[config.mk]
export PLATFORM = sky130hd
export DESIGN_NAME = mantissa_serial_adder
export DESIGN_NICKNAME = d
export VERILOG_FILES = /design/src/rtl/mantissa_serial_adder.sv
export SDC_FILE = /design/constraint.sdc
export NUM_CORES = 1
export LEC_CHECK = 0
export ABC_AREA = 1
export CAP_MARGIN = 15
export CORE_MARGIN = 3
export CORE_UTILIZATION = 48
export DETAILED_ROUTE_END_ITERATION = 10
export PLACE_DENSITY = 0.75
export SYNTH_ARGS = -nofsm -noshare
export SYNTH_HDL_FRONTEND = slang
export SYNTH_SLANG_ARGS = --single-unit
[constraint.sdc]
create_clock -name CLK -period 2.88 [get_ports CLK]
set_input_delay 0.432 -clock CLK [delete_from_list [all_inputs] [get_ports CLK]]
set_output_delay 0.432 -clock CLK [all_outputs]
set_load 0.005 [all_outputs]
[src/rtl/mantissa_serial_adder.sv]
//==============================================================================
// Module : mantissa_serial_adder
// Serial 24-bit mantissa adder, SLICE_W bits per clock, behind a valid/ack port.
// Optional macro: ADDER_OPERAND_CHECK_EN (flags operand changes during CALC).
// Rev    : 1.0
//==============================================================================
`default_nettype none

module mantissa_serial_adder #(
    parameter int SLICE_W = 4
) (
    input  logic        CLK,
    input  logic        RST,
    input  logic        Adder_valid,
    input  logic [23:0] Adder_datain1,
    input  logic [23:0] Adder_datain2,
    output logic [23:0] Adder_dataout,
    output logic        Adder_carryout,
    output logic [1:0]  Adder_Exc,
    output logic        Adder_ack,
    output logic        Busy
);

    localparam int N     = 24 / SLICE_W;
    localparam int IDX_W = (N > 1) ? $clog2(N) : 1;

    localparam logic [IDX_W-1:0] c_LAST = IDX_W'(N - 1);

    localparam logic [1:0] c_IDLE     = 2'd0;
    localparam logic [1:0] c_CALC     = 2'd1;
    localparam logic [1:0] c_ACK      = 2'd2;
    localparam logic [1:0] c_WAIT_LOW = 2'd3;

    logic [1:0]       r_state;
    logic [23:0]      r_opa;
    logic [23:0]      r_opb;
    logic [23:0]      r_psum;
    logic             r_carry;
    logic [IDX_W-1:0] r_idx;
    logic [23:0]      r_dout;
    logic             r_cout;

    logic [4:0]         w_lsb;
    logic [SLICE_W-1:0] w_a_sl;
    logic [SLICE_W-1:0] w_b_sl;
    logic [SLICE_W:0]   w_sum_sl;
    logic [23:0]        w_psum_next;
    logic               w_last;

    assign w_lsb    = 5'(r_idx) * 5'(SLICE_W);
    assign w_a_sl   = r_opa[w_lsb +: SLICE_W];
    assign w_b_sl   = r_opb[w_lsb +: SLICE_W];
    assign w_sum_sl = {1'b0, w_a_sl} + {1'b0, w_b_sl} + {{SLICE_W{1'b0}}, r_carry};
    assign w_last   = (r_idx == c_LAST);

    always_comb begin
        w_psum_next = r_psum;
        w_psum_next[w_lsb +: SLICE_W] = w_sum_sl[SLICE_W-1:0];
    end

`ifdef ADDER_OPERAND_CHECK_EN
    logic       r_flag;
    logic [1:0] r_exc;
    logic       w_mismatch;

    // Live inputs are compared against the latched copies; the sum never uses them.
    assign w_mismatch = (Adder_datain1 != r_opa) || (Adder_datain2 != r_opb);
    assign Adder_Exc  = r_exc;
`else
    assign Adder_Exc  = 2'b00;
`endif

    always_ff @(posedge CLK or posedge RST) begin
        if (RST) begin
            r_state <= c_IDLE;
            r_opa   <= '0;
            r_opb   <= '0;
            r_psum  <= '0;
            r_carry <= 1'b0;
            r_idx   <= '0;
            r_dout  <= '0;
            r_cout  <= 1'b0;
`ifdef ADDER_OPERAND_CHECK_EN
            r_flag  <= 1'b0;
            r_exc   <= 2'b00;
`endif
        end else begin
            case (r_state)
                c_IDLE: begin
                    if (Adder_valid) begin
                        r_opa   <= Adder_datain1;
                        r_opb   <= Adder_datain2;
                        r_psum  <= '0;
                        r_carry <= 1'b0;
                        r_idx   <= '0;
`ifdef ADDER_OPERAND_CHECK_EN
                        r_flag  <= 1'b0;
`endif
                        r_state <= c_CALC;
                    end
                end
                c_CALC: begin
                    // A dropped request wins over completion, even on the last slice.
                    if (!Adder_valid) begin
                        r_state <= c_IDLE;
                    end else begin
                        r_psum  <= w_psum_next;
                        r_carry <= w_sum_sl[SLICE_W];
                        r_idx   <= r_idx + IDX_W'(1);
`ifdef ADDER_OPERAND_CHECK_EN
                        r_flag  <= r_flag | w_mismatch;
`endif
                        if (w_last) begin
                            r_dout  <= w_psum_next;
                            r_cout  <= w_sum_sl[SLICE_W];
`ifdef ADDER_OPERAND_CHECK_EN
                            r_exc   <= {1'b0, r_flag | w_mismatch};
`endif
                            r_state <= c_ACK;
                        end
                    end
                end
                c_ACK: begin
                    r_state <= c_WAIT_LOW;
                end
                c_WAIT_LOW: begin
                    if (!Adder_valid) begin
                        r_state <= c_IDLE;
                    end
                end
                default: begin
                    r_state <= c_IDLE;
                end
            endcase
        end
    end

    assign Adder_dataout  = r_dout;
    assign Adder_carryout = r_cout;
    assign Adder_ack      = (r_state == c_ACK);
    assign Busy           = (r_state != c_IDLE);

endmodule

`default_nettype wire

## After elaboration in Yosys (flattened, before gate mapping)

Index checks and enable logic that the tools add are counted.

- Flip-flop bits (word level): 103
- Input port bits: 51
- Output and inout bits: 29
- Word-level logic and storage cells: 46

- Add/sub/neg operators: 4
- Equality and inequality tests: 8
- Shifts and indexed selects: 4
- Multiplexer cells: 15
- Reduce and logical (&&, ||, !) cells: 7

Operator list:

| kind | count |
|---|---|
| $mux 24 | 2 |
| $pmux 24 s2 | 1 |
| $shiftx 24x6->4 | 2 |
| $bwmux 24 | 1 |
| $shift 4x7->24 const A | 1 |
| $shiftx 4x7->24 | 1 |
| $reduce_and 3->1 | 3 |
| $mux 2 | 4 |
| $pmux 2 s4 | 1 |
| $neg 5->7 | 1 |
| $mux 3 | 2 |
| $ne 2x2->1 const B | 3 |
| $pmux 3 s2 | 1 |
| $add 4x4->5 | 1 |
| $add 5x1->5 | 1 |
| $eq 2x2->1 const B | 2 |
| $reduce_bool 2->1 | 2 |
| $add 3x1->3 const B | 1 |
| $eq 3x3->1 const B | 1 |
| $ne 3x3->1 const B | 1 |
| $eq 2x1->1 const B | 1 |
| $logic_not 2->1 | 1 |
| $mux 1 | 2 |
| $pmux 1 s2 | 1 |
| $reduce_and 2->1 | 1 |

## Depth between registers and ports, before layout

Gate-level depths: netlist (run 1).

- Depth in word-level cells: 7
- Gate-level depth with buffers: 19
- Gate-level depth less buffers: 16

## Worst setup path after synthesis (run 1)

No wires, ideal clock.

- Path type: flip-flop to flip-flop
- Start point: register r_idx[0]
- End point: register r_dout[5], in the netlist Adder_dataout[5]
- Library setup time: 0.077 ns
- Data arrival time: 2.737 ns
- Required time: 2.803 ns
- Slack: 0.066 ns
- Stages on the path, launching flop included: 19
- Buffers on the path: 3
- Clock period less this slack: 2.814 ns
- Cell sequence: dfrtp_1 buf_2 inv_2 buf_6 buf_2 o21ai_0 o22ai_1 nand2_1 nand2_1 fa_1 inv_1 fa_1 inv_1 nand2_1 nor2_1 nand2_1 a21oi_1 o21ai_1 o21ai_1

- Longest elaborated chain between the ends: 5
- Elaborated cells between the ends (all ways): 10
- Those cells by class: 3 x add/sub; 1 x eq/ne; 4 x shift; 1 x mux; 1 x reduce/logical

Ends and longest elaborated chain:

| what | line | source |
|---|---|---|
| start: declaration | 39 | `logic [IDX_W-1:0] r_idx;` |
| start signal: assignment | 109 | `r_idx <= r_idx + IDX_W'(1);` |
| $shiftx 24x6->4 (on tied branches) | 51, 52 |  |
| $add 4x4->5 | 53 | `assign w_sum_sl = {1'b0, w_a_sl} + {1'b0, w_b_sl} + {{SLICE_W{1'b0}}, r_carry};` |
| $add 5x1->5 | 53 |  |
| $shiftx 4x7->24 | 58 | `w_psum_next[w_lsb +: SLICE_W] = w_sum_sl[SLICE_W-1:0];` |
| $bwmux 24 | 58 |  |
| end signal: assignment | 114 | `r_dout <= w_psum_next;` |
| end: declaration | 40 | `logic [23:0] r_dout;` |

Several ways; a longest one is shown, not always the timed one.
A chain may end at the register's enable or synchronous reset.

## Final worst setup path (run 1)

- Start point: register r_idx[0]
- End point: register r_psum[3]

- Longest elaborated chain between the ends: 7
- Elaborated cells between the ends (all ways): 10
- Those cells by class: 3 x add/sub; 4 x shift; 3 x mux

Ends and longest elaborated chain:

| what | line | source |
|---|---|---|
| $shiftx 24x6->4 (on tied branches) | 51, 52 |  |
| $add 4x4->5 | 53 |  |
| $add 5x1->5 | 53 |  |
| $shiftx 4x7->24 | 58 |  |
| $bwmux 24 (*) | 58 |  |
| $mux 24 (*) | 104 | `if (!Adder_valid) begin` |
| $pmux 24 s2 (*) | 88 | `case (r_state)` |
| end signal: assignment | 107 | `r_psum <= w_psum_next;` |
| end: declaration | 37 | `logic [23:0] r_psum;` |

Mark *: on every way between the ends. The rest lies on a longest branch, timed or not. The select of a mux whose other input is x is not followed.

==> out/qor.yml, run 1 <==
status:
  status: "completed"
die:
  core_um2: 9860
  io_pins: 80
  rows: 36
  fp.dieH_um: 107
  start_util_pct: 49.9
  die_area_um2: 11500
  die_w_um: 107
logic_synthesis:
  muxShareOfSynthArea_pct: 9.84
  synth_adder_area_share_pct: 3.10
  seq_area_frac_synth_pct: 52.4
  synthArstFlopShare_pct: 100
  synth-xor-area-share_pct: 0.178
  synth-main-ff-cell: "dfrtp_1"
  synth_compound_area_share_pct: 12.0
  synthTopCellsByArea: "dfrtp_1, mux2_2, nand2_1"
  synthesis.area_um2: 4920
  synth_area_per_cell_um2: 9.50
  ys_ff_latch: 103
  synthSimpleGateAreaFrac_pct: 16.5
  synth.distinct_cells: 36
  synth.top_cell.area_share_pct: 52.4
  synth_warnings: 0
  synth_top_family_by_area: "simple AND/OR/NAND/NOR gates"
  synth_edf_count: 0
  netlist_instances: 518
  synth_area_leader_cell: "dfrtp_1"
global_route:
  grt_pass1_vias: 3943
  overflow: 0
  grt_usage_pct: 20.2
  antenna_found_initial: 0
  grt_pass1_wl_mm: 18.6
  grt_max_degree: 39
power:
  power.switching_w: 0.00150
  p_total_w: 0.00427
  pwr-share-comb_pct: 34.2
  power_density_nw_per_um2: 692
  peakVddDrop_uv: 333
  switching_share_pct: 35.0
  power.leakage_nw: 2.81
  clkPwrFrac_pct: 23.5
  p_seq_share_pct: 42.3
  p_int_w: 0.00278
timing:
  rsz0062_at_grt: "true"
  setup_viol: 0
  hold_viol: 0
  fmax_mhz: 370
  layout_setup_ws_ps: 174
  slew-limit-headroom_pct: 66.1
  skew_ps: 12.5
  final_max_slew_viol_count: 0
  worst_slew_pin_slew_ps: 508
  fin_hold_ws_ps: 444
  period_minus_slack_ps: 2710
  finalCritPeriodShare_pct: 94.0
place:
  routabilityCongestion: 0.876
  io_buffer_count: 77
  dp_slack_ps: -1.60
  hpwl_mm: 8.23
finish:
  syn_to_final_growth_pct: 25.5
  nNetsFinal: 667
  diodes: 0
  drive_above_1_share_pct: 17.7
worst_hold_path:
  hold_path_class: "in2async"
worst_setup_path:
  r2r_start: "r_idx[0]"
  cp-end-kind: "register"
  arrival_ps: 2940
  worstSetupPathType: "reg2reg"
  worstPathMaxFanout: 7
  r2r_cells: 13
  cp_data_required_time_ps: 3120
  rrSetupSlack_ps: 170
  rr_endpoint: "r_psum[3]"
  start_kind: "register"
clock_tree:
  clkLatencyLatePin_ps: 370
  cts_made_buffers: 9
  cts-hold-fix-buffers: 0
  clkSinkCount: 103
  cts_tree: "built"
  clk_pin_slew_worst_paths_ps: 100
  cts_max_path_buffers: 2
  cts_htree_levels: 3
  cts_root_buffer: "clkbuf_8"
detailed_routing:
  viasPerCell: 5.30
  vias: 3941
  drt_first_iter_violations: 180
  drt_first_pass_iters: 5
  wl_per_cell_um: 15.0
  antenna_left: 0
  drc_errors: 0
  wirelength_mm: 11.2
run:
  maxCapViolCount: 0
sequential cells by signal (all words and copies together) (netlist names), named ones only:
signal,flops
r_idx,3
r_state,1
r_opa,24
Adder_carryout,1
r_opb,24
r_psum,24
Adder_dataout,24
r_carry,1
layout by cell type, fill, tap and decap left out, types with 2 or more instances in the layout:
master | Yosys | layout
a21oi_1 | 18 | 18
a32oi_1 | 2 | 2
buf_12 | 0 | 4
buf_4 | 6 | 17
bufinv_16 | 0 | 2
clkbuf_8 | 0 | 9
clkdlybuf4s50_1 | 0 | 77
clkinv_2 | 0 | 2
clkinvlp_4 | 0 | 2
conb_1 | 1 | 2
dfrtp_1 | 103 | 102
ha_1 | 9 | 9
inv_1 | 39 | 38
inv_2 | 5 | 5
inv_6 | 0 | 2
mux2_2 | 43 | 43
nand2_1 | 107 | 106
nand2_2 | 3 | 4
nand3_1 | 13 | 13
nand3_4 | 3 | 3
nand4_1 | 2 | 2
nor2_1 | 39 | 37
nor2_2 | 6 | 8
nor3_2 | 2 | 2
o211ai_1 | 2 | 2
o21ai_0 | 54 | 51
o21ai_1 | 19 | 22
o22ai_1 | 11 | 11
o31ai_1 | 2 | 2
or2_1 | 2 | 2
worst max-delay path, stage by stage (launching register included):
cell and delay [ps]:
dfrtp_2 460, buf_12 150, buf_4 140, o211ai_1 160, o21ai_0 120, a32oi_1 310, inv_1 80, ha_1 320
nand2_1 80, nand2_1 60, nand3_1 60, nand2_1 160, o21ai_0 350, o22ai_1 130
kinds of logic after synthesis:
logic type,after synthesis
mux,43
buf+inv,68
xor+xnor,1
flops,103
simple gates,181
other cells,1
compound gates,110
fa+ha+maj,11
power by group through the flow:
stage	registers [W]	logic, W	clock network (W)
2_1_floorplan	0.00179	0.000967	0
3_3_place_gp	0.00183	0.00136	0
3_5_place_dp	0.00184	0.00142	0
4_1_cts	0.00181	0.00143	0.00102
5_1_grt	0.00183	0.00164	0.00108
6_report	0.00181	0.00146	0.00100
cell usage after synthesis (6+ instances only):
| library cell | number |
|---|---|
| nand2_1 | 107 |
| nor2_2 | 6 |
| o21ai_1 | 19 |
| a21oi_1 | 18 |
| o22ai_1 | 11 |
| buf_4 | 6 |
| ha_1 | 9 |
| nor2_1 | 39 |
| clkbuf_1 | 6 |
| dfrtp_1 | 103 |
| mux2_2 | 43 |
| o21ai_0 | 54 |
| nand3_1 | 13 |
| buf_2 | 9 |
| inv_1 | 39 |
cell type report:
type / instances / area, um^2
fillers: 832 / 3690
flip-flops and latches: 103 / 2580
multi-input cells: 348 / 2060
repair buffers: 98 / 978
inverters: 45 / 173
well taps: 133 / 166
clock buffers: 9 / 124
clock inverters: 7 / 95.1
worst max-delay path by stage:
| stage | slack (ps) | endpoint | depth (start not counted) | startpoint |
|---|---|---|---|---|
| after floorplan | 70 | Adder_dataout[5] | 18 | r_idx[0] |
| after global placement | 140 | Adder_dataout[5] | 15 | r_idx[0] |
| after detailed placement | -2 | Adder_dataout[5] | 15 | r_idx[0] |
| after CTS | 90 | Adder_dataout[5] | 15 | r_idx[0] |
| after global routing | -20 | r_psum[18] | 15 | r_idx[0] |
| final | 170 | r_psum[3] | 13 | r_idx[0] |
metal layers:
| metal | vias up | share of wire (%) | track usage [%] |
|---|---|---|---|
| li1 | 1887 | - | - |
| met1 | 1896 | 44 | 27.0 |
| met2 | 137 | 49 | 32.8 |
| met3 | 21 | 5.6 | 4.08 |
| met4 | 0 | 1.8 | 7.03 |
| met5 | - | 0 | 0 |
timing repair:
| action | CTS | global route |
|---|---|---|
| setup endpoints to repair | 1 | 21 |
| buffers inserted | 0 | 2 |
| pin swaps | 0 | 0 |
| resized for setup | 1 | 6 |
stage by stage:
step	TNS, ps	area, um^2	utilization, %	cells
6_report	0	6180	62.6	743
5_1_grt	-25.6	6180	62.6	743
4_1_cts	0	6140	62.3	741
3_5_place_dp	-1.60	5920	60.0	725
3_3_place_gp	0	5920	60.0	725
2_1_floorplan	0	4930	-	519
Power figures use the tool's default switching activity.
==> run 2: changes to the inputs <==
--- a/config.mk
+++ b/config.mk
@@ -5,7 +5,6 @@
 export SDC_FILE = /design/constraint.sdc
 export NUM_CORES = 1
 export LEC_CHECK = 0
-export ABC_AREA = 1
 export CAP_MARGIN = 15
 export CORE_MARGIN = 3
 export CORE_UTILIZATION = 48
==> run 2 against run 1 <==
  * Maximum frequency down 0.38%
  * Largest cell class unchanged
  * Hold slack better by 68 ps
  * Area after synthesis is 0.99% higher
  * Sequential share of layout area down 0.37 points
  * Utilization up 0.27 points
  * Synthesized cell count fell by 14%
  * Sequential power rose by 15%
  * Non-clock buffer count is 2 higher
==> out/qor.yml, run 2 <==
power:
  switching_share_pct: 37.9  # +2.9 points
  power_density_nw_per_um2: 910  # +31%
  peakVddDrop_uv: 426  # +28%
  p_seq_share_pct: 36.6  # -5.7 points
  power.switching_w: 0.00215  # +44%
  p_int_w: 0.00352  # +27%
  clkPwrFrac_pct: 15.9  # -7.6 points
  pwr-share-comb_pct: 47.5  # +13 points
  p_total_w: 0.00567  # +33%
  power.leakage_nw: 2.59  # -7.9%
logic_synthesis:
  synth_area_per_cell_um2: 11.2  # +18%
  synth-main-ff-cell: "dfrtp_1"
  synth_warnings: 0  # unchanged
  synthArstFlopShare_pct: 100  # unchanged
  synth.top_cell.area_share_pct: 51.9  # -0.51 points
  ys_ff_latch: 103  # unchanged
  synthTopCellsByArea: "dfrtp_1, mux2_2, mux4_2"
  netlist_instances: 445  # -14%
  seq_area_frac_synth_pct: 51.9  # -0.51 points
  synth_edf_count: 0  # unchanged
  ys_top_cells_by_count: "dfrtp_1, mux2_2, nand2_1"
  synth_area_leader_cell: "dfrtp_1"
  synth.distinct_cells: 43  # +19%
  synth.most_common_cell: "dfrtp_1"
  synthesis.area_um2: 4970  # +0.99%
status:
  status: "completed"
place:
  placed_area_um2: 6030  # +1.8%
  placed_cells: 647  # -11%
  hpwl_mm: 8.41  # +2.1%
  dp_slack_ps: 78.9  # +80.5 ps
  routabilityCongestion: 0.915  # +4.5%
  io_buffer_count: 77  # unchanged
finish:
  drive_above_1_share_pct: 20.8  # +3.0 points
  syn_to_final_growth_pct: 25.4  # about the same
  fillCellCount: 782  # -6.0%
  diodes: 0  # unchanged
  design_area_um2: 6230  # +0.89%
  layout_common_cells: "dfrtp_1, clkdlybuf4s50_1, mux2_2"
  fin_cells: 663  # -11%
  nNetsFinal: 587  # -12%
  multi_input_area_um2: 2230  # +8.3%
  final_common_cell: "dfrtp_1"
  area.sequential_um2: 2580  # unchanged
timing:
  finalCritPeriodShare_pct: 94.3  # +0.36 points
  setup_viol: 0  # unchanged
  rsz0062_at_grt: "false"
  final_max_slew_viol_count: 0  # unchanged
  fin_setup_tns_ps: 0  # unchanged
  fmax_mhz: 368  # -0.38%
  skew_ps: 14.9  # +2.38 ps
  slew-limit-headroom_pct: 45.0  # -21 points
  period_minus_slack_ps: 2720  # +10.3 ps
  layout_setup_ws_ps: 164  # -10.3 ps
  hold_viol: 0  # unchanged
  worst_slew_pin_slew_ps: 823  # +315 ps
global_route:
  grt_pass1_wl_mm: 19.0  # +2.2%
  grt_usage_pct: 20.7  # +0.55 points
  grt_pass1_vias: 3808  # -3.4%
  overflow: 0  # unchanged
  grt_max_degree: 49  # +26%
  antenna_found_initial: 0  # unchanged
die:
  die_w_um: 108  # +0.47%
  start_util_pct: 50.2  # +0.27 points
  core_um2: 9910  # +0.46%
  fp.dieH_um: 108  # +0.47%
  rows: 36  # unchanged
  io_pins: 80  # unchanged
  die_area_um2: 11600  # +0.94%
clock_tree:
  cts_tree: "built"
  clkSinkCount: 103  # unchanged
  postCtsSetupBuffers: 0  # unchanged
  clk_pin_slew_worst_paths_ps: 90  # about the same
  cts_max_path_buffers: 2  # unchanged
  clkLatencyLatePin_ps: 370  # about the same
  cts_htree_levels: 3  # unchanged
  cts_root_buffer: "clkbuf_8"
  cts_made_buffers: 9  # unchanged
detailed_routing:
  wirelength_mm: 11.3  # +1.6%
  wl_per_cell_um: 17.1  # +14%
  drc_errors: 0  # unchanged
  drt_first_pass_iters: 6  # +1
  viasPerCell: 5.61  # +5.8%
  vias: 3719  # -5.6%
  drt_first_iter_violations: 175  # -2.8%
  antenna_left: 0  # unchanged
worst_hold_path:
  hold_depth: 1
  hold_path_class: "reg2reg"
worst_setup_path:
  r2r_start: "r_idx[0]"
  rrSetupSlack_ps: 160  # about the same
  start_kind: "register"
  cp-end-kind: "register"
  r2r_cells: 9  # -4
  worstSetupPathType: "reg2reg"
  worstPathMaxFanout: 10  # +3
  arrival_ps: 2960  # +20 ps
  rr_endpoint: "Adder_dataout[7]"
  cp-endpoint: "Adder_dataout[7]"
  cp_data_required_time_ps: 3130  # about the same
  crit_start: "r_idx[0]"
run:
  maxCapViolCount: 0  # unchanged
[run 2: cell count changes after synthesis, moves of 9 or more]
cell and change:
a21oi_1 +10, a22oi_1 +9, inv_1 -25, mux2i_1 +11
nand2_1 -66, o211ai_1 +10, o21ai_0 -41, o21ai_1 -19
[run 2: power groups by stage]
| stage | Clock, W | Sequential (W) | Combinational (W) |
|---|---|---|---|
| floorplan | 0 | 0.00203 | 0.00165 |
| global placement | 0 | 0.00209 | 0.00261 |
| detailed placement | 0 | 0.00211 | 0.00265 |
| CTS | 0.000918 | 0.00208 | 0.00267 |
| global route | 0.000977 | 0.00213 | 0.00295 |
| finish | 0.000899 | 0.00208 | 0.00269 |
[run 2: area by class of cell]
type	count	area share, %
clock inverter	7	1.16
inverter	14	0.904
multi-input combinational	297	35.8
timing repair buffer	100	16.1
tap	133	2.67
sequential	103	41.4
clock buffer	9	1.99
[run 2: metrics by stage]
step | utilization [%] | hold WS (ps)
after global routing | 62.9 | 531
after global placement | 60.8 | 485
after floorplan | - | 472
after CTS | 62.8 | 516
final | 62.9 | 512
after detailed placement | 60.8 | 494
[run 2: how the worst min path moves through the flow]
stage	from	end	slack [ps]
after floorplan	r_psum[18]	r_psum[18]	470
after global placement	r_opa[2]	r_opa[2]	490
after global routing	r_opb[20]	r_opb[20]	530
after detailed placement	r_opa[10]	r_opa[10]	490
after CTS	r_opa[10]	r_opa[10]	520
final	r_opb[20]	r_opb[20]	510
[run 2: worst max-delay path: stages (launching register included)]
cell and delay (ps):
dfrtp_2 430, buf_6 200, mux4_2 520, nand2_1 80, o21ai_0 80, ha_1 350
or2_2 300, a21o_1 250, a32oi_1 280, a21oi_1 110
[run 2: cell families (layout without fill, tap and decap cells)]
family / count (synthesis) / in the layout / synth area share [%]
fa+ha+maj: 11 / 11 / 3.07
flops: 103 / 103 / 51.9
mux: 70 / 70 / 17.4
compound gates: 95 / 95 / 12.6
other cells: 1 / 2 / 0.0755
simple gates: 118 / 118 / 10.9
xor+xnor: 1 / 1 / 0.176
buf+inv: 46 / 130 / 3.88
[run 2: what timing repair did]
item                                    in CTS  in global routing
endpoints found under the setup margin       0                 24
hold buffers                                 0                  0
hold endpoints to repair                     0                  0
resized for setup                            0                  6
[run 2: per-layer routing]
layer / part of all wire, % / track usage [%]
met5: 0 / 0
met4: 2.0 / 7.48
met3: 5.7 / 3.78
met2: 51 / 34.7
met1: 42 / 27.1
==> run 3: changes to the inputs <==
--- a/config.mk
+++ b/config.mk
@@ -10,6 +10,7 @@
 export CORE_UTILIZATION = 48
 export DETAILED_ROUTE_END_ITERATION = 10
 export PLACE_DENSITY = 0.75
+export SLEW_MARGIN = 20
 export SYNTH_ARGS = -nofsm -noshare
 export SYNTH_HDL_FRONTEND = slang
 export SYNTH_SLANG_ARGS = --single-unit
==> results of run 3 <==
Same layout as run 2: the final DEF is identical, and so are final timing and power.
